`src/rtl/uart_tx_sequencer_if.sv`:
```
// Signal bundle between a byte requester / parity generator and the UART
// transmit sequencer.
//
// Handshake: the sequencer raises TxReady_o only while idle. A byte is
// accepted on the clk edge where TxValid_i and TxReady_o are both high; the
// requester may drop or change TxValid_i and the frame inputs after that
// edge without affecting the frame in flight.
interface uart_tx_sequencer_if #(
  parameter int DIV_W = 16
);
  logic             TxValid_i;
  logic [7:0]       TxData_i;
  logic             TxReady_o;
  logic             ParityEnable_i;
  logic             ParityMethod_i;
  logic             StopBits_i;
  logic [DIV_W-1:0] BaudDivisor_i;
  logic [7:0]       Data_o;
  logic             ParityMethod_o;
  logic             p_ParityCalTrigger_o;
  logic             ParityResult_i;
  logic             Tx_o;
  logic [4:0]       State_o;
  logic             p_TxDone_o;

  // Requester / parity generator side
  modport master (
    output TxValid_i, TxData_i, ParityEnable_i, ParityMethod_i, StopBits_i,
           BaudDivisor_i, ParityResult_i,
    input  TxReady_o, Data_o, ParityMethod_o, p_ParityCalTrigger_o, Tx_o,
           State_o, p_TxDone_o
  );

  // Sequencer side
  modport slave (
    input  TxValid_i, TxData_i, ParityEnable_i, ParityMethod_i, StopBits_i,
           BaudDivisor_i, ParityResult_i,
    output TxReady_o, Data_o, ParityMethod_o, p_ParityCalTrigger_o, Tx_o,
           State_o, p_TxDone_o
  );
endinterface

```
`src/rtl/uart_tx_sequencer.sv`:
```
// UART transmit sequencer: accepts a byte, then serialises start bit, eight
// data bits (LSB first), an optional parity bit and one or two stop bits.
// Parity itself comes from an external registered generator which is
// triggered in the first start-bit cycle and sampled at the end of the
// start bit. All outputs are registered; the state is visible one-hot.
module uart_tx_sequencer #(
  parameter int DIV_W = 16
) (
  input  logic               clk,
  input  logic               rst,
  uart_tx_sequencer_if.slave bus
);

  typedef enum logic [4:0] {
    S_INTERVAL  = 5'b00001,
    S_STARTBIT  = 5'b00010,
    S_DATABITS  = 5'b00100,
    S_PARITYBIT = 5'b01000,
    S_STOPBIT   = 5'b10000
  } state_t;

  state_t           state;
  logic [7:0]       data_q;
  logic             method_q;
  logic             par_en_q;
  logic             stop2_q;
  logic [DIV_W-1:0] div_q;
  logic [DIV_W-1:0] cnt;
  logic [2:0]       bit_idx;
  logic             stop_idx;
  logic             par_bit;
  logic             tx_q;
  logic             ready_q;
  logic             trig_q;
  logic             done_q;
  logic             bit_end;

  // Last cycle of the current bit time
  assign bit_end = (cnt == div_q - DIV_W'(1));

  assign bus.TxReady_o            = ready_q;
  assign bus.Data_o               = data_q;
  assign bus.ParityMethod_o       = method_q;
  assign bus.p_ParityCalTrigger_o = trig_q;
  assign bus.Tx_o                 = tx_q;
  assign bus.State_o              = state;
  assign bus.p_TxDone_o           = done_q;

  // Frame sequencer: accept, bit timing, line drive and status pulses
  always_ff @(posedge clk or negedge rst) begin
    if (!rst) begin
      state    <= S_INTERVAL;
      tx_q     <= 1'b1;
      ready_q  <= 1'b0;
      trig_q   <= 1'b0;
      done_q   <= 1'b0;
      data_q   <= 8'h00;
      method_q <= 1'b0;
      par_en_q <= 1'b0;
      stop2_q  <= 1'b0;
      div_q    <= DIV_W'(2);
      cnt      <= '0;
      bit_idx  <= 3'd0;
      stop_idx <= 1'b0;
      par_bit  <= 1'b0;
    end else begin
      trig_q <= 1'b0;
      done_q <= 1'b0;
      case (state)
        S_INTERVAL: begin
          tx_q <= 1'b1;
          if (ready_q && bus.TxValid_i) begin
            data_q   <= bus.TxData_i;
            method_q <= bus.ParityMethod_i;
            par_en_q <= bus.ParityEnable_i;
            stop2_q  <= bus.StopBits_i;
            // A bit time shorter than two clocks is not supported
            div_q    <= (bus.BaudDivisor_i < DIV_W'(2)) ? DIV_W'(2)
                                                         : bus.BaudDivisor_i;
            cnt      <= '0;
            bit_idx  <= 3'd0;
            stop_idx <= 1'b0;
            tx_q     <= 1'b0;
            ready_q  <= 1'b0;
            trig_q   <= 1'b1;
            state    <= S_STARTBIT;
          end else begin
            ready_q <= 1'b1;
          end
        end
        S_STARTBIT: begin
          if (bit_end) begin
            cnt     <= '0;
            // Generator result has been stable since the second start cycle
            par_bit <= bus.ParityResult_i;
            tx_q    <= data_q[0];
            state   <= S_DATABITS;
          end else begin
            cnt <= cnt + DIV_W'(1);
          end
        end
        S_DATABITS: begin
          if (bit_end) begin
            cnt <= '0;
            if (bit_idx == 3'd7) begin
              bit_idx <= 3'd0;
              if (par_en_q) begin
                tx_q  <= par_bit;
                state <= S_PARITYBIT;
              end else begin
                tx_q  <= 1'b1;
                state <= S_STOPBIT;
              end
            end else begin
              bit_idx <= bit_idx + 3'd1;
              tx_q    <= data_q[bit_idx + 3'd1];
            end
          end else begin
            cnt <= cnt + DIV_W'(1);
          end
        end
        S_PARITYBIT: begin
          if (bit_end) begin
            cnt   <= '0;
            tx_q  <= 1'b1;
            state <= S_STOPBIT;
          end else begin
            cnt <= cnt + DIV_W'(1);
          end
        end
        S_STOPBIT: begin
          if (bit_end) begin
            cnt <= '0;
            if (stop2_q && !stop_idx) begin
              stop_idx <= 1'b1;
            end else begin
              stop_idx <= 1'b0;
              done_q   <= 1'b1;
              ready_q  <= 1'b1;
              state    <= S_INTERVAL;
            end
          end else begin
            cnt <= cnt + DIV_W'(1);
          end
        end
        default: begin
          tx_q    <= 1'b1;
          ready_q <= 1'b0;
          cnt     <= '0;
          state   <= S_INTERVAL;
        end
      endcase
    end
  end

endmodule

```
`src/flat_wrapper.sv`:
```
// flat-port wrapper written by rule: the top's interface ports become plain ports
module uart_tx_sequencer_flat 
#(
  parameter int DIV_W = 16
)
  (clk, rst, bus_TxValid_i, bus_TxData_i, bus_ParityEnable_i, bus_ParityMethod_i, bus_StopBits_i, bus_BaudDivisor_i, bus_ParityResult_i, bus_TxReady_o, bus_Data_o, bus_ParityMethod_o, bus_p_ParityCalTrigger_o, bus_Tx_o, bus_State_o, bus_p_TxDone_o);
  uart_tx_sequencer_if #(.DIV_W(DIV_W)) bus_i ();
  input  logic clk;
  input  logic rst;
  input wire logic [$bits(bus_i.TxValid_i)-1:0] bus_TxValid_i;
  input wire logic [$bits(bus_i.TxData_i)-1:0] bus_TxData_i;
  input wire logic [$bits(bus_i.ParityEnable_i)-1:0] bus_ParityEnable_i;
  input wire logic [$bits(bus_i.ParityMethod_i)-1:0] bus_ParityMethod_i;
  input wire logic [$bits(bus_i.StopBits_i)-1:0] bus_StopBits_i;
  input wire logic [$bits(bus_i.BaudDivisor_i)-1:0] bus_BaudDivisor_i;
  input wire logic [$bits(bus_i.ParityResult_i)-1:0] bus_ParityResult_i;
  output wire logic [$bits(bus_i.TxReady_o)-1:0] bus_TxReady_o;
  output wire logic [$bits(bus_i.Data_o)-1:0] bus_Data_o;
  output wire logic [$bits(bus_i.ParityMethod_o)-1:0] bus_ParityMethod_o;
  output wire logic [$bits(bus_i.p_ParityCalTrigger_o)-1:0] bus_p_ParityCalTrigger_o;
  output wire logic [$bits(bus_i.Tx_o)-1:0] bus_Tx_o;
  output wire logic [$bits(bus_i.State_o)-1:0] bus_State_o;
  output wire logic [$bits(bus_i.p_TxDone_o)-1:0] bus_p_TxDone_o;
  assign bus_i.TxValid_i = bus_TxValid_i;
  assign bus_i.TxData_i = bus_TxData_i;
  assign bus_i.ParityEnable_i = bus_ParityEnable_i;
  assign bus_i.ParityMethod_i = bus_ParityMethod_i;
  assign bus_i.StopBits_i = bus_StopBits_i;
  assign bus_i.BaudDivisor_i = bus_BaudDivisor_i;
  assign bus_i.ParityResult_i = bus_ParityResult_i;
  assign bus_TxReady_o = bus_i.TxReady_o;
  assign bus_Data_o = bus_i.Data_o;
  assign bus_ParityMethod_o = bus_i.ParityMethod_o;
  assign bus_p_ParityCalTrigger_o = bus_i.p_ParityCalTrigger_o;
  assign bus_Tx_o = bus_i.Tx_o;
  assign bus_State_o = bus_i.State_o;
  assign bus_p_TxDone_o = bus_i.p_TxDone_o;
  uart_tx_sequencer #(.DIV_W(DIV_W)) u_core (.clk(clk), .rst(rst), .bus(bus_i));
endmodule
```
`config.mk`:
```
export PLATFORM = sky130hd
export DESIGN_NAME = uart_tx_sequencer_flat
export DESIGN_NICKNAME = d
export VERILOG_FILES = /design/src/rtl/uart_tx_sequencer_if.sv /design/src/rtl/uart_tx_sequencer.sv /design/src/flat_wrapper.sv
export SDC_FILE = /design/constraint.sdc
export NUM_CORES = 1
export LEC_CHECK = 0
export CAP_MARGIN = 20
export CORE_MARGIN = 2
export CORE_UTILIZATION = 30
export CTS_CLUSTER_DIAMETER = 200
export DETAILED_ROUTE_END_ITERATION = 7
export GPL_TIMING_DRIVEN = 0
export HOLD_SLACK_MARGIN = 0.15
export PLACE_DENSITY = 0.61
export REMOVE_ABC_BUFFERS = 1
export SLEW_MARGIN = 20
export SYNTH_ARGS = -nofsm -noshare
export SYNTH_HDL_FRONTEND = slang
export SYNTH_SLANG_ARGS = --single-unit
export TNS_END_PERCENT = 20
```
`constraint.sdc`:
```
create_clock -name clk -period 3.6 [get_ports clk]
set_input_delay 0.54 -clock clk [delete_from_list [all_inputs] [get_ports clk]]
set_output_delay 0.54 -clock clk [all_outputs]
set_load 0.01 [all_outputs]
```
Word-level counts from Yosys, hierarchy flattened
Index checks and enable logic that the tools add are counted.
- register bits after elaboration: 57
- latch bits: 0
- bits in writable memories: 0
- bits in read-only memories: 0
- bits of input ports: 31
- memories: 0
- $add $sub $neg: 3
- $mul: 0
- div/mod/pow operators: 0
- $lt $le $gt $ge: 2
- equality and inequality tests: 14
- shift-type cells: 0
- multiplexer cells: 38
- bitwise logic cells: 2
- reductions and logical operators: 14
- operators with widths (cell ; number):
    $mux 16 ; 3
    $mux 5 ; 8
    $pmux 16 s2 ; 1
    $pmux 5 s5 ; 1
    $mux 1 ; 17
    $add 16x1->16 const B ; 1
    $eq 16x16->1 ; 1
    $lt 16x2->1 const B ; 1
    $sub 16x1->16 const B ; 1
    $ne 2x1->1 const B ; 6
    $mux 3 ; 3
    $reduce_and 3->1 ; 3
    $reduce_and 7->1 ; 1
    $pmux 3 s2 ; 1
    $eq 5x1->1 const B ; 1
    $eq 5x2->1 const B ; 1
    $eq 5x3->1 const B ; 1
    $eq 5x4->1 const B ; 1
    $eq 5x5->1 const B ; 1
    $pmux 1 s5 ; 1
    $lt 3x4->1 const B ; 1
    $reduce_and 2->1 ; 2
    $reduce_and 4->1 ; 1
    $reduce_bool 2->1 ; 2
    11 further kinds ; 13

Depth between registers and ports, before layout
Gate-level depths: netlist of run 1.
- depth in word-level cells: 6
- gate-level depth with buffers: 12
- mapped depth without buffers: 9

Worst setup path before layout of run 1
Ideal clock, no wire load.
- path type: register -> register
- start: reg u_core.div_q[0]
- end: reg u_core.cnt[9]
- library setup time: 126 ps
- arrival time: 2849 ps
- required time: 3474 ps
- setup slack: 626 ps
- stages on the path, launching flop included: 12
- path buffers: 2
- period minus slack after synthesis: 2974 ps
- cells stage by stage: dfrtp_1 inv_1 ha_1 or4b_1 clkbuf_1 nor4_1 mux2i_1 nor3_2 nor4_2 buf_4 and4b_1 a221o_1
- longest elaborated chain between the ends: 4
- ends and longest elaborated chain (what ; line ; RTL):
    start: declaration ; uart_tx_sequencer.sv:27 ; logic [DIV_W-1:0] div_q;
    start signal: assignment ; uart_tx_sequencer.sv:78 ; div_q <= (bus.BaudDivisor_i < DIV_W'(2)) ? DIV_W'(2)
    $sub 16x1->16 ; uart_tx_sequencer.sv:39 ; assign bit_end = (cnt == div_q - DIV_W'(1));
    $eq 16x16->1 ; uart_tx_sequencer.sv:39 ;
    $mux 16 ; -- ;
    $pmux 16 s2 ; uart_tx_sequencer.sv:69 ; case (state)
    end signal: assignment ; uart_tx_sequencer.sv:99 ; cnt <= cnt + DIV_W'(1);
    end signal: assignment ; uart_tx_sequencer.sv:128 ; cnt <= cnt + DIV_W'(1);
    end signal: assignment ; uart_tx_sequencer.sv:143 ; cnt <= cnt + DIV_W'(1);
    end: declaration ; uart_tx_sequencer.sv:28 ; logic [DIV_W-1:0] cnt;
No other way between the ends.
A chain may end at the register's enable or synchronous reset.

Worst setup path after layout of run 1
- start: reg u_core.div_q[0]
- end: reg u_core.par_bit
- longest elaborated chain between the ends: 3
- ends and longest elaborated chain (what ; line ; RTL):
    $sub 16x1->16 ; uart_tx_sequencer.sv:39 ;
    $eq 16x16->1 ; uart_tx_sequencer.sv:39 ;
    $reduce_and 2->1 (no source line) ; -- ;
    end signal: assignment ; uart_tx_sequencer.sv:95 ; par_bit <= bus.ParityResult_i;
    end: declaration ; uart_tx_sequencer.sv:31 ; logic par_bit;
No other way between the ends.

==> impl_results.md, run 1 <==
* Outcome: completed
* Fraction of registers with async set/reset at 100%
* Area occupied by registers at 1430 sq um
* Final HPWL DP at 6.21 mm
* CP cell instances: inv_1, ha_1, or4b_4, nor4_2, mux2i_1, nor3_2, nor4_4, buf_4, nand3_1, mux2_1
* Compound-Gate Fraction of Synth Area at 16.5%
* EDFF count, synth at 0
* Layout cells sized above 1 at 8.29%
* CTS tree: built
* Fin nets at 465
* Dpl ws at -283 ps
* Residual DRC at 0
* Initial Util at 31.1%
* Site row count at 38
* Synth Area in XOR/XNOR at 4.61%
* Cell area after placement at 4020 sq um
* Crit path DAT at 3590 ps
* Startpoint types: flop
* Mux cell area share after synthesis at 2.60%
* Placer Congestion at 0.836
* Initial antenna violation count at 0
* # fillers at 1093
* Final min period at 3380 ps
* Top_reg_cell synth: dfrtp_1
* Adder-Cell Fraction of Synth Area at 1.46%
* Fin. max-slew vios at 0
* Cell family with most CP delay: simple AND/OR/NAND/NOR gates
* Die Ht at 111 microns
* YS warnings at 0
* Critical Path End Type: flop
* Largest family of logic cells by synthesized area: simple AND/OR/NAND/NOR gates
* CP Buf/Inv Count at 2
* Num CTS Buffers at 9
* CP peak stage delay at 570 ps
* Achievable Freq at 296 MHz
* DR vias at 3071
* #FFs+latches synth at 57
* Placed cells at 556
* HP Class: reg2reg
* First-pass GRT wire length at 15.6 mm
* Post-synthesis cell count at 387
* DRT Pass-1 Iters at 4
* # port buffers at 48
* Skew-Pair Late Insertion Delay at 330 ps
* R2r setup slk at 220 ps
* Netlist cell types at 64
* PD cells at 743 nW/um^2
* Endpoints failing hold at 0
* Routed Antenna Nets at 0
* GRT Util Overall at 15.3%
* Max_cap viols at 0
* Clock Tree Root: clkbuf_16
* Critical-path top delay cell: or4b_4
* Clk sinks at 57
* IO Count at 49
* Area growth syn-to-layout at 28.5%
* Worst-path clk slew at 60 ps
* Ant. Diodes at 0
* H-tree levels at 3
* Multi-input logic area at 1890 sq um
* Non-filler cells, final at 574
* Core outline area at 11000 sq um
* WL final at 9.02 mm
* Post-Synth Simple-Gate Area at 29.3%
* Global route total overflow at 0
* Post-synthesis sequential area ratio at 41.8%
* Crit Path Class: reg2reg
* Final setup violation count at 0
* Req. time, crit path at 3810 ps
* Fin area at 4390 sq um
* WL/cell at 15.7 microns
* Via/cell ratio at 5.35
* Leak at 1.85 nW
* Area of the die at 12300 sq um
* Largest net degree at the start of global routing at 57
* Worst-margin pin slew at 790 ps
* Setup WS post-layout at 220 ps
* Relative slew slack at 47.3%
* Clk_skew at 7.59 ps
* Avg Inst Size Synth at 8.83 sq um
* Clock Tree Buf Depth at 2
* Vias in the first global route at 3139
* Max FO, Critical Path at 16
* Final cycle utilization of the critical path at 93.9%
* DIE WIDTH at 111 microns
* RSZ-0062 raised after global routing: false
* Syn Std Cell Area at 3420 sq um
* Peak VDD IR at 0.000311 V
* Number of DRC markers in iteration 0 at 191
placed cells by master, fill, tap and decap left out, types with 3 or more instances in the layout:
master / instances
or4_1: 3
dfstp_2: 3
o31ai_1: 7
or3_1: 5
nor2b_1: 4
ha_1: 4
bufinv_16: 3
buf_4: 4
a221o_1: 8
a21o_1: 4
nand2b_1: 5
and3_1: 4
o21ai_1: 4
o21ai_0: 12
a22o_1: 8
nor3_1: 15
nor2_1: 23
clkdlybuf4s50_1: 47
nand4_1: 5
clkbuf_16: 9
dfrtp_1: 54
a31oi_1: 5
nor3b_1: 3
nand2_1: 83
and2_1: 5
a21oi_1: 5
nor4b_1: 3
nand3_1: 12
o2bb2ai_1: 3
xor2_1: 4
xnor2_1: 14
inv_1: 7
nor4_1: 7
nand3b_1: 5
repair_timing:
item,in CTS,in global routing
endpoints found under the setup margin,21,16
hold buffers,1,0
resized for setup,0,3
setup buffers,1,0
hold endpoints to repair,1,0
pin swaps,1,0
layer usage:
metal,vias to the layer above,part of all wire [%],track usage (%)
met5,-,0,0
met4,0,2.3,6.08
met3,18,3.7,2.79
met2,62,47,24.8
met1,1491,47,20.4
li1,1500,-,-
path summary, 6_finish.rpt:
kind / from / end / depth (start not counted)
max: u_core.div_q[0] / u_core.par_bit / 10
min in group asynchronous: rst / u_core.bus.State_o[2] / 2
max in group asynchronous: rst / u_core.div_q[1] / 3
min reg2reg: u_core.stop2_q / u_core.stop2_q / 2
min: u_core.stop2_q / u_core.stop2_q / 2
max reg2reg: u_core.div_q[0] / u_core.par_bit / 10
cell families (layout without fill, tap and decap cells):
kind of cell / after synthesis / in the layout
simple gates: 199 / 199
flops: 57 / 57
fa+ha+maj: 4 / 4
mux: 6 / 6
buf+inv: 28 / 75
compound gates: 75 / 75
xor+xnor: 18 / 18
worst reg2reg max path, cell delays in order (launching register included):
cell and delay (ps):
dfrtp_1 430, inv_1 90, ha_1 310, or4b_4 570, nor4_2 340, mux2i_1 260
nor3_2 90, nor4_4 420, buf_4 280, nand3_1 130, mux2_1 330
synth_stat cells (3+ instances only):
cell type | count | area, sq um
clkbuf_1 | 15 | 56.3
or4_1 | 3 | 22.5
dfrtp_1 | 54 | 1350
nand3b_1 | 5 | 37.5
or3_1 | 5 | 31.3
a221o_1 | 8 | 80.1
a21oi_1 | 5 | 25.0
a31oi_1 | 5 | 31.3
and2_1 | 5 | 31.3
nor3_1 | 15 | 75.1
nand4_1 | 5 | 31.3
nand3_1 | 13 | 65.1
o2bb2ai_1 | 3 | 26.3
xnor2_1 | 14 | 123
inv_1 | 7 | 26.3
a22o_1 | 8 | 70.1
a21o_1 | 4 | 30.0
xor2_1 | 4 | 35.0
nor4b_1 | 3 | 26.3
o31ai_1 | 7 | 52.6
nor4_1 | 8 | 50.1
nand2_1 | 83 | 312
dfstp_2 | 3 | 78.8
o21ai_0 | 12 | 60.1
and3_1 | 4 | 25.0
o21ai_1 | 4 | 20.0
nor2b_1 | 4 | 25.0
ha_1 | 4 | 50.1
nand2b_1 | 5 | 31.3
nor3b_1 | 3 | 22.5
nor2_1 | 24 | 90.1
per-stage QoR:
| stage | utilization, % | TNS, ps | total power [mW] | hold slack, ps |
|---|---|---|---|---|
| 6_report | 40.0 | 0 | 3.26 | 466 |
| 5_1_grt | 40.0 | 0 | 3.49 | 502 |
| 4_1_cts | 39.8 | 0 | 3.25 | 468 |
| 3_3_place_gp | 36.2 | -39830 | 2.21 | 459 |
| 2_1_floorplan | - | -9350 | 1.80 | 244 |
| 3_5_place_dp | 36.6 | -3530 | 2.26 | 338 |
sequential cells by signal (all words and copies together) (netlist names):
name / cells
u_core.stop2_q: 1
u_core.bus.p_ParityCalTrigger_o: 1
u_core.par_bit: 1
u_core.bus.Tx_o: 1
u_core.bit_idx: 3
u_core.div_q: 16
u_core.bus.TxReady_o: 1
u_core.bus.State_o: 5
u_core.cnt: 16
u_core.bus.p_TxDone_o: 1
u_core.bus.Data_o: 8
u_core.par_en_q: 1
u_core.bus.ParityMethod_o: 1
u_core.stop_idx: 1
cell type report:
| cell class | instances | share of cell area, % |
|---|---|---|
| Clock buffer | 10 | 5.21 |
| Clock inverter | 5 | 2.39 |
| Inverter | 7 | 0.598 |
| Multi-Input combinational cell | 302 | 43.0 |
| Sequential cell | 57 | 32.6 |
| Tap cell | 140 | 3.99 |
| Timing Repair Buffer | 53 | 12.3 |
power by group:
part           leakage [nW]  internal [mW]  total (mW)  switching, mW
logic                 0.957          0.544        1.23          0.682
clock network         0.155          0.672       0.970          0.298
registers             0.743          0.826        1.07          0.239
total                  1.85           2.04        3.26           1.22
No activity file was read; power rests on OpenSTA's default activity.
==> run 2: changes to the inputs <==
--- a/config.mk
+++ b/config.mk
@@ -5,7 +5,9 @@
 export SDC_FILE = /design/constraint.sdc
 export NUM_CORES = 1
 export LEC_CHECK = 0
+export ABC_AREA = 1
 export CAP_MARGIN = 20
+export CORE_ASPECT_RATIO = 1.5
 export CORE_MARGIN = 2
 export CORE_UTILIZATION = 30
 export CTS_CLUSTER_DIAMETER = 200
==> impl_results.md, run 2 <==
* Outcome: completed
* #FFs+latches synth at 57 (unchanged)
* CP peak stage delay at 530 ps (-40 ps)
* Post-synthesis sequential area ratio at 39.3% (-2.6 points)
* Synth top area cells: dfrtp_1, nand2_1, inv_1, xor2_1, nor2_1
* Peak VDD IR at 0.000328 V (+5.5%)
* WL/cell at 13.8 microns (-12%)
* Post-synthesis cell count at 498 (+29%)
* # fillers at 1237 (+13%)
* Power share of the combinational group at 43.2% (+5.6 points)
* Clock Tree Root: clkbuf_16
* Endpoints failing hold at 0 (unchanged)
* Relative slew slack at 56.6% (+9.3 points)
* # port buffers at 48 (unchanged)
* Setup WS post-layout at 883 ps (+663 ps)
* DR vias at 3374 (+9.9%)
* WL final at 9.81 mm (+8.8%)
* Hold endpoint: u_core.bus.Tx_o
* Skew-Pair Late Insertion Delay at 330 ps (about the same)
* Seq pwr share at 30.2% (-2.5 points)
* Top_reg_cell synth: dfrtp_1
* GRT Util Overall at 15.8% (+0.48 points)
* Initial antenna violation count at 0 (unchanged)
* Hold depth at 2 (unchanged)
* Most frequent cells in the layout: nand2_1, inv_1, dfrtp_1, clkdlybuf4s50_1, nor2_1
* Area of the die at 13100 sq um (+6.5%)
* RSZ-0062 raised after global routing: false
* Crit path DAT at 2910 ps (-680 ps)
* Post CTS Setup Buffer Count at 0 (-1)
* DRT Pass-1 Iters at 4 (unchanged)
* HP Class: reg2reg
* Syn Std Cell Area at 3640 sq um (+6.6%)
* Layout cells sized above 1 at 10.2% (+1.9 points)
* Sw frac at 40.5% (+3.2 points)
* Fin nets at 587 (+26%)
* Residual DRC at 0 (unchanged)
* Layer carrying the most global-route usage: met2
* Leak at 2.20 nW (+19%)
* PD cells at 730 nW/um^2 (-1.7%)
* Site row count at 49 (+29%)
* R2R depth at 11 (+1)
* Routed Antenna Nets at 0 (unchanged)
* CTS Hold Bufs at 1 (unchanged)
* Met2 Usage GRT at 29.3% (+4.5 points)
* Dpl ws at 857 ps (+1140 ps)
* Ant. Diodes at 0 (unchanged)
* Worst-path clk slew at 50 ps (about the same)
* CP cell instances: inv_1, ha_1, or2_2, a21oi_1, nand4_1, nor2_1, nand2_1, nor2_1, nand3_1, nand2_1, o21ai_0
* Final setup violation count at 0 (unchanged)
* Clk sinks at 57 (unchanged)
* Post-synth top area share at 37.1% (-2.4 points)
* Avg Inst Size Synth at 7.31 sq um (-17%)
* Max_cap viols at 0 (unchanged)
* Critical Path End Type: flop
* IO Count at 49 (unchanged)
* Most common cell after layout, fill and taps aside: nand2_1
* Final min period at 2720 ps (-663 ps)
* Largest net degree at the start of global routing at 39 (-32%)
* Number of DRC markers in iteration 0 at 130 (-32%)
* Placer Congestion at 0.857 (+2.5%)
* Core outline area at 11900 sq um (+8.3%)
* Fin. max-slew vios at 0 (unchanged)
* Max FO, Critical Path at 11 (-5)
* Initial Util at 30.6% (-0.50 points)
* Int Pwr at 2.02 mW (-1.1%)
* First-pass GRT wire length at 16.1 mm (+3.2%)
* Clk pwr share at 26.6% (-3.1 points)
* Achievable Freq at 368 MHz (+24%)
* TNS Setup at 0 ps (unchanged)
* Cell with the most instances after synthesis: nand2_1
* Commonest cells in the netlist: nand2_1, inv_1, dfrtp_1
* Area growth syn-to-layout at 27.7%
* Vias in the first global route at 3487 (+11%)
* Netlist cell types at 37 (-42%)
* Startpoint types: flop
* Clk_skew at 3.14 ps (-4.45 ps)
* Worst-margin pin slew at 650 ps (-140 ps)
* Reg2reg start: u_core.div_q[1]
* Met3 usage at 3.70% (+0.91 points)
* Final HPWL DP at 7.56 mm (+22%)
* Via/cell ratio at 4.75 (-11%)
* Final cycle utilization of the critical path at 75.5% (-18 points)
* Psw at 1.38 mW (+13%)
* Worst reg2reg path endpoint: u_core.cnt[10]
* Critical-path top delay cell: dfstp_2
* EDFF count, synth at 0 (unchanged)
* H-tree levels at 3 (unchanged)
* Worst hold start: u_core.bus.Tx_o
* R2r setup slk at 880 ps (+660 ps)
* YS warnings at 0 (unchanged)
* Die Ht at 139 microns (+25%)
* Clock Tree Buf Depth at 2 (unchanged)
* DIE WIDTH at 94.0 microns (-15%)
* Num CTS Buffers at 9 (unchanged)
* Crit Path Class: reg2reg
* Dominant cell type by area after synthesis: dfrtp_1
* Global route total overflow at 0 (unchanged)
* Post-CTS resize count at 0 (unchanged)
* Req. time, crit path at 3790 ps (-20 ps)
* Grt met1 use at 16.1% (-4.3 points)
* CTS tree: built
* Fraction of registers with async set/reset at 100% (unchanged)
==> run 2: changes by cell type in the layout (fill, tap and decap cells not counted), moves of 8 or more <==
| cell | change |
|---|---|
| a22o_1 | -8 |
| nor2_1 | +23 |
| xnor2_1 | -9 |
| nor3_1 | -10 |
| o21ai_0 | +17 |
| a221o_1 | -8 |
| xor2_1 | +19 |
| nand3_1 | +21 |
| nand2_1 | +66 |
| o22ai_1 | +10 |
| inv_1 | +48 |
==> run 2: how the worst max path moves through the flow <==
stage	cells after the start	from	endpoint	slack, ps
6_report	11	u_core.div_q[1]	u_core.cnt[10]	880
5_1_grt	11	u_core.div_q[1]	u_core.cnt[6]	690
4_1_cts	11	u_core.div_q[1]	u_core.cnt[10]	860
3_5_place_dp	11	u_core.div_q[1]	u_core.cnt[10]	860
3_3_place_gp	8	u_core.bus.State_o[3]	u_core.stop_idx	-730
2_1_floorplan	8	u_core.bus.State_o[3]	u_core.stop_idx	610
==> run 2: through the flow <==
stage                     instance area [sq um]  cells  util (%)  total power [mW]  hold slack (ps)
final                                      4650    710      39.1              3.39              479
after detailed placement                   4320    693      36.3              2.51              467
after floorplan                            3600    490         -              2.00              244
after global placement                     4280    691      36.0              2.46              462
after CTS                                  4650    710      39.1              3.43              484
after global routing                       4650    710      39.1              3.66              501
==> run 2: cells by family after synthesis <==
family	share of synthesized area (%)
flip-flops	39.3
XOR/XNOR	6.73
AND/OR/NAND/NOR	36.8
buffers and inverters	7.42
adder cells (fa/ha/maj)	1.37
AO/OA/AOI/OAI	8.42
==> run 2: layout make-up <==
class                      instances  area (sq um)  share of cell area [%]
clock buffer                      14           284                    6.11
clock inverter                     2          35.0                   0.753
inverter                          62           233                    5.00
multi-input combinational        371          1950                    41.9
sequential                        57          1430                    30.8
tap                              153           191                    4.12
timing repair buffer              51           528                    11.4
==> run 2: power by group through the flow <==
stage	sequential [mW]	combinational (mW)	clock (mW)
global placement	1.03	1.43	0
finish	1.02	1.47	0.904
CTS	1.03	1.48	0.927
floorplan	1.02	0.977	0
detailed placement	1.04	1.47	0
global route	1.05	1.65	0.954
==> run 2: critical path: cells and delay by family (launching register included) <==
kind	cells	cell delay, ps
and+or+nand+nor	7	1250
DFF	1	530
AOI/OAI and AO/OA	2	400
adders and majority gates	1	320
buffers and inverters	1	70
==> run 2: routing by layer <==
layer | wire (microns) | vias to the layer above | part of all wire (%)
met1 | 3770 | 1573 | 38
met2 | 5320 | 67 | 54
li1 | - | 1710 | -
met3 | 337 | 24 | 3.4
met4 | 370 | 0 | 3.8
met5 | 0 | - | 0
==> run 3: changes to the inputs <==
--- a/config.mk
+++ b/config.mk
@@ -14,7 +14,7 @@
 export DETAILED_ROUTE_END_ITERATION = 7
 export GPL_TIMING_DRIVEN = 0
 export HOLD_SLACK_MARGIN = 0.15
-export PLACE_DENSITY = 0.61
+export PLACE_DENSITY = 0.63
 export REMOVE_ABC_BUFFERS = 1
 export SLEW_MARGIN = 20
 export SYNTH_ARGS = -nofsm -noshare
==> constraint.sdc (replaced) <==
create_clock -name clk -period 2.19 [get_ports clk]
set_input_delay 0.3285 -clock clk [delete_from_list [all_inputs] [get_ports clk]]
set_output_delay 0.3285 -clock clk [all_outputs]
set_load 0.01 [all_outputs]
==> impl_results.md, run 3 (synthesis gave the netlist of run 2 again) <==
* Final min period at 2180 ps (-538 ps)
* Layer carrying the most global-route usage: met2
* Critical-path top delay cell: dfstp_2
* First-pass GRT wire length at 16.7 mm (+4.0%)
* DR vias at 3475 (+3.0%)
* DIE WIDTH at 94.0 microns (unchanged)
* Startpoint types: flop
* DRT Pass-1 Iters at 4 (unchanged)
* Most frequent cells in the layout: nand2_1, inv_1, dfrtp_1, clkdlybuf4s50_1, nor2_1
* Fin. max-slew vios at 0 (unchanged)
* R2R depth at 11 (unchanged)
* Clock Tree Buf Depth at 2 (unchanged)
* Clk_skew at 4.94 ps (+1.80 ps)
* Util after Layout at 41.5% (+2.4 points)
* HP Class: reg2reg
* # port buffers at 48 (unchanged)
* Largest net degree at the start of global routing at 58 (+49%)
* Leak at 2.26 nW (+2.9%)
* Clk sinks at 57 (unchanged)
* Hold endpoint: u_core.bus.Tx_o
* Residual DRC at 0 (unchanged)
* Crit Path Class: reg2reg
* Hold depth at 2 (unchanged)
* PD cells at 1170 nW/um^2 (+60%)
* Vias in the first global route at 3508 (+0.60%)
* TNS Setup at 0 ps (unchanged)
* Fin nets at 604 (+2.9%)
* Clock Tree Root: clkbuf_16
* CP cell instances: inv_2, ha_4, or2_4, a21oi_4, nand4_1, nor2_1, nand2_1, nor2_1, nand3_2, nand2_4, o22ai_2
* Die Ht at 139 microns (unchanged)
* Crit path DAT at 2380 ps (-530 ps)
* Via/cell ratio at 4.79 (+0.72%)
* Req. time, crit path at 2390 ps (-1400 ps)
* RSZ-0062 raised after global routing: true
* Final setup violation count at 0 (unchanged)
* Non-filler cells, final at 726 (+2.3%)
* Worst-margin pin slew at 484 ps (-166 ps)
* GRT Util Overall at 16.6% (+0.76 points)
* Placed cells at 693 (unchanged)
* Number of DRC markers in iteration 0 at 188 (+45%)
* Worst hold start: u_core.bus.Tx_o
* Worst reg2reg path endpoint: u_core.cnt[7]
* WL final at 10.5 mm (+6.6%)
* Ant. Diodes at 0 (unchanged)
* # fillers at 1219 (-1.5%)
* Skew-Pair Late Insertion Delay at 340 ps (about the same)
* Num CTS Buffers at 9 (unchanged)
* CTS tree: built
* Area growth syn-to-layout at 35.7%
* Pwr Total at 5.76 mW (+70%)
* Met3 usage at 2.83% (-0.87 points)
* IO Count at 49 (unchanged)
* Final HPWL DP at 7.47 mm (-1.2%)
* Area of the die at 13100 sq um (unchanged)
* Site row count at 49 (unchanged)
* Peak VDD IR at 0.000489 V (+49%)
* Layout cells sized above 1 at 19.0% (+8.8 points)
* Met2 Usage GRT at 30.4% (+1.1 points)
* Final cycle utilization of the critical path at 99.5% (+24 points)
* H-tree levels at 3 (unchanged)
* WL/cell at 14.4 microns (+4.2%)
* Worst-path clk slew at 50 ps (about the same)
* Most common cell on crit path: nor2_1
* Global route total overflow at 0 (unchanged)
* Endpoints failing hold at 0 (unchanged)
* Grt met1 use at 17.7% (+1.6 points)
* Initial Util at 30.6% (unchanged)
* CP peak stage delay at 540 ps (about the same)
* Routed Antenna Nets at 0 (unchanged)
* Initial antenna violation count at 0 (unchanged)
* Reg2reg start: u_core.div_q[1]
* Max FO, Critical Path at 6 (-5)
* Max_cap viols at 0 (unchanged)
* Relative slew slack at 67.4% (+11 points)
* Core outline area at 11900 sq um (unchanged)
* Achievable Freq at 459 MHz (+25%)
* Critical Path End Type: flop
* Placer Congestion at 0.873 (+1.9%)
* Outcome: completed
* R2r setup slk at 10 ps (-870 ps)
* Most common cell after layout, fill and taps aside: nand2_1
## run 3: worst max path at each step
stage,cells past startpoint,from,slack (ps),end
6_report,11,u_core.div_q[1],10,u_core.cnt[7]
3_3_place_gp,8,u_core.bus.State_o[3],-2340,u_core.stop_idx
3_5_place_dp,11,u_core.div_q[1],-480,u_core.cnt[7]
5_1_grt,17,u_core.div_q[1],-150,u_core.bus.State_o[3]
4_1_cts,11,u_core.div_q[1],-40,u_core.cnt[7]
2_1_floorplan,8,u_core.bus.State_o[3],-800,u_core.stop_idx
## run 3: metrics by stage
stage          setup WS [ps]  area, sq um  hold WS (ps)
6_report                11.2         4940           476
5_1_grt                 -151         4940           512
4_1_cts                -41.8         4750           481
3_5_place_dp            -475         4340           348
3_3_place_gp           -2340         4280           461
2_1_floorplan           -804         3600          32.9
## run 3: repair_timing
item                                    4_1_cts  5_1_grt
endpoints found under the hold margin        54        0
resized for setup                            20       37
cloned                                        2        0
buffers inserted                              5       10
hold buffers                                  1        0
endpoints found under the setup margin       45       40
pin swaps                                    10       23
## run 3: final cells by class
class | instances | area, sq um | share of cell area (%)
clock buffers | 14 | 254 | 5.14
flip-flops and latches | 57 | 1440 | 29.0
well taps | 153 | 191 | 3.87
repair inverters | 1 | 7.51 | 0.152
inverters | 62 | 236 | 4.79
clock inverters | 1 | 5.00 | 0.101
multi-input cells | 372 | 2150 | 43.6
repair buffers | 66 | 659 | 13.3
## run 3: worst max-delay path: cells and delay by family (launching register included)
kind | cells | cell delay (ps)
and+or+nand+nor | 7 | 980
buffers and inverters | 1 | 50
adders and majority gates | 1 | 220
DFF | 1 | 540
AOI/OAI and AO/OA | 2 | 240
## run 3: power by group
part | total, mW | switching, mW | internal [mW]
Sequential | 1.70 | 0.322 | 1.38
Clock | 1.25 | 0.468 | 0.787
Combinational | 2.81 | 1.67 | 1.14
Total | 5.76 | 2.45 | 3.31
## run 3: metal layers
| metal | vias up | routed length (microns) |
|---|---|---|
| met1 | 1630 | 3970 |
| met4 | 0 | 360 |
| met5 | - | 0 |
| met2 | 78 | 5780 |
| met3 | 24 | 337 |
| li1 | 1743 | - |
